### config.mk
export PLATFORM = sky130hd
export DESIGN_NAME = matrix_frame_scanner
export DESIGN_NICKNAME = d
export VERILOG_FILES = /design/src/rtl/matrix_frame_scanner.sv
export SDC_FILE = /design/constraint.sdc
export NUM_CORES = 1
export LEC_CHECK = 0
export ABC_AREA = 1
export BUFFER_PORTS_ARGS = -buffer_cell sky130_fd_sc_hd__buf_2
export CORE_MARGIN = 8
export CORE_UTILIZATION = 62
export CTS_CLUSTER_SIZE = 20
export DETAILED_ROUTE_END_ITERATION = 8
export PLACE_DENSITY = 0.89
export SKIP_LAST_GASP = 1
export SYNTH_ARGS = -nofsm -noshare
export SYNTH_HDL_FRONTEND = slang
export SYNTH_SLANG_ARGS = --single-unit
### constraint.sdc
create_clock -name FPGA_clk -period 4.4 [get_ports FPGA_clk]
set_input_delay 1.32 -clock FPGA_clk [delete_from_list [all_inputs] [get_ports FPGA_clk]]
set_output_delay 1.32 -clock FPGA_clk [all_outputs]
set_load 0.1 [all_outputs]
### src/rtl/matrix_frame_scanner.sv
// Drives two 8x8 LED matrices as one 16x8 playfield, one row per slot with a blanked lead-in.
// Game inputs are captured once per frame so a frame never mixes old and new state.
module matrix_frame_scanner #(
    parameter int SCAN_DIV     = 50000,
    parameter int BLANK_CYC    = 4,
    parameter int BLINK_FRAMES = 64
) (
    input  logic       FPGA_clk,
    input  logic       reset,
    input  logic [1:0] gamestate,
    input  logic [3:0] x,
    input  logic [2:0] y,
    input  logic [7:0] my_plate,
    input  logic [7:0] enemy_plate,
    output logic [7:0] dot_row,
    output logic [7:0] dot0_col,
    output logic [7:0] dot1_col,
    output logic       frame_start
);

    localparam int DIV_W   = (SCAN_DIV > 2) ? $clog2(SCAN_DIV) : 1;
    localparam int BLINK_W = (BLINK_FRAMES > 2) ? $clog2(BLINK_FRAMES) : 1;

    typedef enum logic [1:0] {
        GS_COUNTDOWN = 2'd0,
        GS_PLAY      = 2'd1,
        GS_OVER      = 2'd2,
        GS_GOAL      = 2'd3
    } gs_t;

    logic [DIV_W-1:0]   r_div;
    logic [2:0]         r_row;
    logic [BLINK_W-1:0] r_blink;
    logic               r_dark;
    gs_t                r_gs;
    logic [3:0]         r_x;
    logic [2:0]         r_y;
    logic [7:0]         r_my;
    logic [7:0]         r_enemy;
    logic [7:0]         r_dot_row;
    logic [7:0]         r_dot0;
    logic [7:0]         r_dot1;
    logic               r_frame_start;

    logic               w_tick;
    logic               w_wrap;
    logic [DIV_W-1:0]   w_div_next;
    logic [2:0]         w_row_next;
    logic [BLINK_W-1:0] w_blink_next;
    logic               w_dark_next;
    gs_t                w_gs_next;
    logic [3:0]         w_x_next;
    logic [2:0]         w_y_next;
    logic [7:0]         w_my_next;
    logic [7:0]         w_enemy_next;
    logic [7:0]         w_plate0;
    logic [7:0]         w_plate1;
    logic [7:0]         w_ball0;
    logic [7:0]         w_ball1;
    logic [7:0]         w_col0_next;
    logic [7:0]         w_col1_next;
    logic [7:0]         w_row_sel_next;
    logic               w_blank_next;

    // Outputs are built from next-state values so the registered LEDs line up with
    // the divider/row they belong to rather than lagging one cycle behind.
    always_comb begin
        w_tick     = (r_div == DIV_W'(SCAN_DIV - 1));
        w_wrap     = w_tick && (r_row == 3'd7);
        w_div_next = w_tick ? '0 : r_div + 1'b1;
        w_row_next = w_tick ? r_row + 3'd1 : r_row;

        w_gs_next    = w_wrap ? gs_t'(gamestate) : r_gs;
        w_x_next     = w_wrap ? x           : r_x;
        w_y_next     = w_wrap ? y           : r_y;
        w_my_next    = w_wrap ? my_plate    : r_my;
        w_enemy_next = w_wrap ? enemy_plate : r_enemy;

        w_blink_next = r_blink;
        w_dark_next  = r_dark;
        if (w_wrap) begin
            if (r_blink == BLINK_W'(BLINK_FRAMES - 1)) begin
                w_blink_next = '0;
                w_dark_next  = ~r_dark;
            end else begin
                w_blink_next = r_blink + 1'b1;
            end
        end

        w_plate0 = {7'b0, w_enemy_next[w_row_next]};
        w_plate1 = {w_my_next[w_row_next], 7'b0};
        w_ball0  = 8'h00;
        w_ball1  = 8'h00;
        if (w_y_next == w_row_next) begin
            if (w_x_next[3]) w_ball1 = 8'b1 << w_x_next[2:0];
            else             w_ball0 = 8'b1 << w_x_next[2:0];
        end

        case (w_gs_next)
            GS_COUNTDOWN: begin
                w_col0_next = w_plate0;
                w_col1_next = w_plate1;
            end
            GS_PLAY: begin
                w_col0_next = w_plate0 | w_ball0;
                w_col1_next = w_plate1 | w_ball1;
            end
            GS_OVER: begin
                w_col0_next = w_dark_next ? 8'h00 : 8'hFF;
                w_col1_next = w_dark_next ? 8'h00 : 8'hFF;
            end
            default: begin
                w_col0_next = w_plate0 | (w_dark_next ? 8'h00 : w_ball0);
                w_col1_next = w_plate1 | (w_dark_next ? 8'h00 : w_ball1);
            end
        endcase

        w_row_sel_next = 8'b1 << w_row_next;
        w_blank_next   = (w_div_next < DIV_W'(BLANK_CYC));
        if (w_blank_next) begin
            w_row_sel_next = 8'h00;
            w_col0_next    = 8'h00;
            w_col1_next    = 8'h00;
        end
    end

    always_ff @(posedge FPGA_clk or negedge reset) begin
        if (!reset) begin
            r_div         <= '0;
            r_row         <= 3'd0;
            r_blink       <= '0;
            r_dark        <= 1'b0;
            r_gs          <= GS_COUNTDOWN;
            r_x           <= 4'd0;
            r_y           <= 3'd0;
            r_my          <= 8'h00;
            r_enemy       <= 8'h00;
            r_dot_row     <= 8'h00;
            r_dot0        <= 8'h00;
            r_dot1        <= 8'h00;
            r_frame_start <= 1'b0;
        end else begin
            r_div         <= w_div_next;
            r_row         <= w_row_next;
            r_blink       <= w_blink_next;
            r_dark        <= w_dark_next;
            r_gs          <= w_gs_next;
            r_x           <= w_x_next;
            r_y           <= w_y_next;
            r_my          <= w_my_next;
            r_enemy       <= w_enemy_next;
            r_dot_row     <= w_row_sel_next;
            r_dot0        <= w_col0_next;
            r_dot1        <= w_col1_next;
            r_frame_start <= w_wrap;
        end
    end

    assign dot_row     = r_dot_row;
    assign dot0_col    = r_dot0;
    assign dot1_col    = r_dot1;
    assign frame_start = r_frame_start;

endmodule
Word-level counts from Yosys, hierarchy flattened
Cells that the tools add are included.

word-level totals
  register bits after elaboration = 76
  output and inout port bits = 25
  logic and storage cells = 59

cells by class
  add/sub/neg operators = 3
  magnitude comparators = 2
  eq/ne operators = 6
  shift operators = 2
  muxes and demuxes = 26
  bitwise gates (word level) = 5
  reductions and logical operators = 2

operator list
  kind                                                          count
  two-way mux 8 bit                                             12
  case mux 8 bit (3 select lines)                               2
  adder 16 x 1 -> 16 bit (second input constant)                1
  equality test 16 bit (second input constant)                  1
  less-than comparator 16 x 3 -> 1 bit (second input constant)  1
  two-way mux 16 bit                                            1
  bitwise OR 1 x 8 -> 8 bit                                     2
  bitwise OR 8 bit                                              2
  << shifter 1 x 3 -> 8 bit (first input constant)              2
  adder 6 x 1 -> 6 bit (second input constant)                  1
  binary-select mux 1 bit (select 3 bit)                        2
  equality test 6 bit (second input constant)                   1
  two-way mux 3 bit                                             2
  two-way mux 6 bit                                             1
  less-than comparator 3 x 4 -> 1 bit (second input constant)   1
  two-way mux 1 bit                                             4
  two-way mux 4 bit                                             1
  adder 3 x 1 -> 3 bit (second input constant)                  1
  equality test 3 bit                                           1
  equality test 3 bit (second input constant)                   1
  equality test 2 x 1 -> 1 bit (second input constant)          1
  equality test 2 bit (second input constant)                   1
  logical NOT 2 bit                                             1
  two-way mux 2 bit                                             1
  2 further kinds                                               2

Logic depth before layout (Yosys ltp)
  word-level depth = 10
  mapped depth = 16
  mapped depth without buffers = 16

Least setup slack after synthesis
No wires, ideal clock.

  kind = input port to flip-flop
  start point = input port y[2]
  end point = register r_dot0[2] (netlist: dot0_col[2])
  setup time = 78 ps
  arrival = 2137 ps
  data required time = 4322 ps
  path slack = 2185 ps
  cell stages on the path = 11
  buffers on the path = 0
  cell sequence = inv_1 -> nand4_1 -> nand2_1 -> nand2_1 -> nand2_2 -> nand3_4 -> clkinv_2 -> nand2_4 -> nor2_2 -> nand2_1 -> a21oi_1

on the way
  longest elaborated chain between the ends = 7
  elaborated cells between the ends (all ways) = 8
  classes of those cells = eq/ne (1); mux (5); bitwise (2)

RTL lines
  what                               RTL line  RTL
  from (decl)                        12        input logic [2:0] y,
  two-way mux 3 bit *                75        w_y_next = w_wrap ? y : r_y;
  equality test 3 bit *              94        if (w_y_next == w_row_next) begin
  two-way mux 8 bit *                94
  two-way mux 8 bit                  113       w_col0_next = w_plate0 | (w_dark_next ? 8'h00 : w_ball0);
  bitwise OR 1 x 8 -> 8 bit          113
  case mux 8 bit (3 select lines) *  99        case (w_gs_next)
  two-way mux 8 bit *                120       if (w_blank_next) begin
  via w_col0_next[2]                 60        logic [7:0] w_col0_next;
  to (signal assigned)               153       r_dot0 <= w_col0_next;
  to (decl)                          41        logic [7:0] r_dot0;

Mark *: on every way through the listed nets, which the timed path passes. The rest lies on a longest branch.
A chain may end at the register's enable or synchronous reset.

Worst setup path in the final report
  start point = register r_row[0]
  end point = register r_dot0[0] (netlist: dot0_col[0])

on the way
  elaborated cells between the ends (all ways) = 24
  classes of those cells = add/sub (1); eq/ne (4); shift (1); mux (14); bitwise (2); reduce/logical (2)

RTL lines
  what                                                 RTL line  RTL
  from (decl)                                          32        logic [2:0] r_row;
  from (signal assigned)                               144       r_row <= w_row_next;
  equality test 3 bit *                                69        w_wrap = w_tick && (r_row == 3'd7);
  logical AND 1 bit *                                  69
  two-way mux 8 bit *                                  77        w_enemy_next = w_wrap ? enemy_plate : r_enemy;
  via w_enemy_next[3]                                  55        logic [7:0] w_enemy_next;
  binary-select mux 1 bit (select 3 bit) *             90        w_plate0 = {7'b0, w_enemy_next[w_row_next]};
  two-way mux 1 bit (implied by the code) *            90
  bitwise OR 1 x 8 -> 8 bit, on equally long branches  113, 105
  case mux 8 bit (3 select lines) *                    99
  two-way mux 8 bit *                                  120
  via w_col0_next[0]                                   60

Mark *: on every way through the listed nets, which the timed path passes. The rest lies on a longest branch. The select of a mux whose other input is x is not followed.

==> flow_metrics.tcl <==
set metrics [dict create \
    firstDrtPassIters 5 \
    drt_wl_total_um 9760 \
    synth-main-ff-cell "dfrtp_1" \
    yosysWarningCount 0 \
    port-buffer-count 51 \
    path_class "reg -> reg" \
    cts_resized 0 \
    synth-seq-cells 76 \
    grt_first_pass_wirelength_um 17000 \
    fin_crit_sh_pct 70.9 \
    wire_per_inst_um 15.2 \
    p_seq_share_pct 55.4 \
    hpwl_um 6710 \
    row_count 29 \
    finalSetupTns_ns 0 \
    status "finished clean" \
    p_clk_share_pct 42.4 \
    drt_iter0_drc 266 \
    pwr-share-comb_pct 2.2 \
    postSynthAreaPerCell_um2 7.97 \
    p_sw_mw 0.275 \
    min_from "r_div[0]" \
    max_slew_margin_pct 35.2 \
    grt_antenna_before_repair 0 \
    cts_setup_buffers 0 \
    die_x_um 97.0 \
    gp_congestion 0.916 \
    synth_most_common_cell "nand2_1" \
    yosys-top-cells-count "nand2_1 (136), dfrtp_1 (76), inv_1 (62), nor2_1 (53), nand3_1 (40)" \
    ant_nets 0 \
    peakVddDrop_mv 0.203 \
    syn_nets 542 \
    synth_edf_count 0 \
    worst_clock_skew_ns 0.0121 \
    setup.worst_path.end "dot0_col[0]" \
    fp.dieArea_um2 9420 \
    startpoint "r_row[0]" \
    path_clk_slew_ns 0.08 \
    start_util_pct 64.1 \
    n_antenna_cell 0 \
    cts_hold_buf 0 \
    vias 3611 \
    htree_levels 3 \
    cts_buffers 9 \
    seq_area_frac_synth_pct 46.7 \
    power_mw 1.26 \
    r2r_cells 13 \
    nets 590 \
    vias_per_cell 5.63 \
    clockBufferDepth 2 \
    drive_above_1_share_pct 21.5 \
    clkLatencyLatePin_ns 0.36 \
    root_buffer "clkbuf_8" \
    cts_tree "done" \
    max_cap_viol_count 0 \
    tightest_slew_ns 0.972 \
    synth_cell_type_count 39 \
    hold_path.class "reg -> reg" \
    power.density_nw_per_um2 279 \
    rsz0062_at_grt "false" \
    syn2layout_area_growth_pct 11.1 \
    worst_setup_path_start_kind "register" \
    timing.fmax_mhz 321 \
    synth_area_um2 4070 \
    cp.arrival_ns 3.36 \
    async_flop_share_pct 100 \
    cp-end-kind "register" \
    slew_violations 0 \
    grt_max_degree 77 \
    p_leak_nw 2.50 \
    layout_min_cycle_time_ns 3.12 \
    worstPathRequired_ns 4.64 \
    rrSetupSlack_ns 1.28 \
    grt_overflow 0 \
    ys_top_cells_by_area "dfrtp_1 (47%), nand2_1 (13%), inv_1 (5.7%), nand3_1 (4.9%), nor2_1 (4.9%)" \
    core_area_um2 6350 \
    post-route-util_pct 71.2 \
    synth_top_area_cell "dfrtp_1" \
    post-route-drc-count 0 \
    hold_slack_ns 0.453 \
    synthCells 511 \
    grt_pass1_vias 3692 \
    r2r-end "dot0_col[0]" \
    p_sw_share_pct 21.8 \
    worstReg2RegStart "r_row[0]" \
    dieHeight_um 97.0 \
    power.internal_mw 0.985 \
    cts.sinks 76 \
    track_usage_pct 21.4 \
    finalSetupViolCount 0 \
    yosysTopAreaCellShare_pct 46.7 \
    final_hold_viol_count 0 \
    ioPinCount 52 \
    critPathMaxFanout 25 \
]
power by group through the flow:
stage                     logic [mW]  clock network [mW]  registers (mW)
after detailed placement      0.0280                   0           0.712
after global placement        0.0275                   0           0.712
after CTS                     0.0284               0.538           0.698
final                         0.0273               0.534           0.698
after floorplan              0.00131                   0           0.712
after global routing          0.0319               0.566           0.698
cell families after synthesis:
kind of cell | after synthesis | share of synthesized area (%)
fa+ha+maj | 4 | 1.23
flops | 76 | 46.7
buf+inv | 89 | 9.80
xor+xnor | 5 | 1.08
simple gates | 309 | 37.4
compound gates | 28 | 3.75
worst max-delay path: stages (launching register included):
cell and delay (ns):
dfrtp_1 0.42, ha_1 0.17, ha_1 0.79, nand3_2 0.59, nand2_1 0.20, nand2_1 0.10
nor2_1 0.17, nor2_1 0.07, nand3_1 0.09, nand2_1 0.09, nor2_1 0.13, nor2_1 0.05
nor2_1 0.08, nor2_1 0.05
state kept, by name, indices dropped and copies added (netlist names):
name / cells
r_div: 16
dot0_col: 8
dot1_col: 8
dot_row: 8
r_enemy: 8
r_my: 8
r_blink: 6
r_x: 4
r_row: 3
r_y: 3
r_gs: 2
frame_start: 1
r_dark: 1
metrics by stage:
step | cell area [um2] | setup WS, ns | std cells
after floorplan | 4070 | 2.19 | 511
after global placement | 4320 | 1.61 | 625
after detailed placement | 4320 | 1.43 | 625
after CTS | 4520 | 1.38 | 641
after global routing | 4520 | 0.926 | 641
final | 4520 | 1.28 | 641
final cells by class:
class | count | area (um2)
Clock buffer | 11 | 141
Multi-Input combinational cell | 346 | 1770
Sequential cell | 76 | 1900
Fill cell | 452 | 1830
Tap cell | 77 | 96.3
Clock inverter | 5 | 61.3
Timing Repair Buffer | 51 | 258
Inverter | 75 | 293
cell usage in the layout (no fill, tap or decap), types with 3 or more instances in the layout:
master      count
clkinvlp_4      3
nand2_2        16
nor3_1          3
nor2_4          4
inv_1          62
nand4_1        27
a21oi_1        19
o21a_1          3
nand3_1        40
clkinv_4        3
nand2_1       136
dfrtp_1        76
nand3_2         3
nor3_2          5
inv_2           8
buf_2          50
o21ai_0         3
clkbuf_8       10
nor2_2          7
nand3_4         3
ha_1            4
xnor2_1         3
nor2_1         53
per-layer routing:
metal	track usage, %	wire length [um]
met2	36.3	4780
met3	4.98	771
met4	10.5	253
met1	24.8	3950
met5	0	0
worst min-delay path by stage:
stage,end,slack (ns),depth (start not counted)
after floorplan,r_div[0],0.42,1
after global placement,r_div[0],0.44,1
after detailed placement,r_div[0],0.45,1
after CTS,r_div[0],0.46,1
after global routing,r_div[0],0.48,1
final,r_div[0],0.45,1
Power figures use the tool's default switching activity.
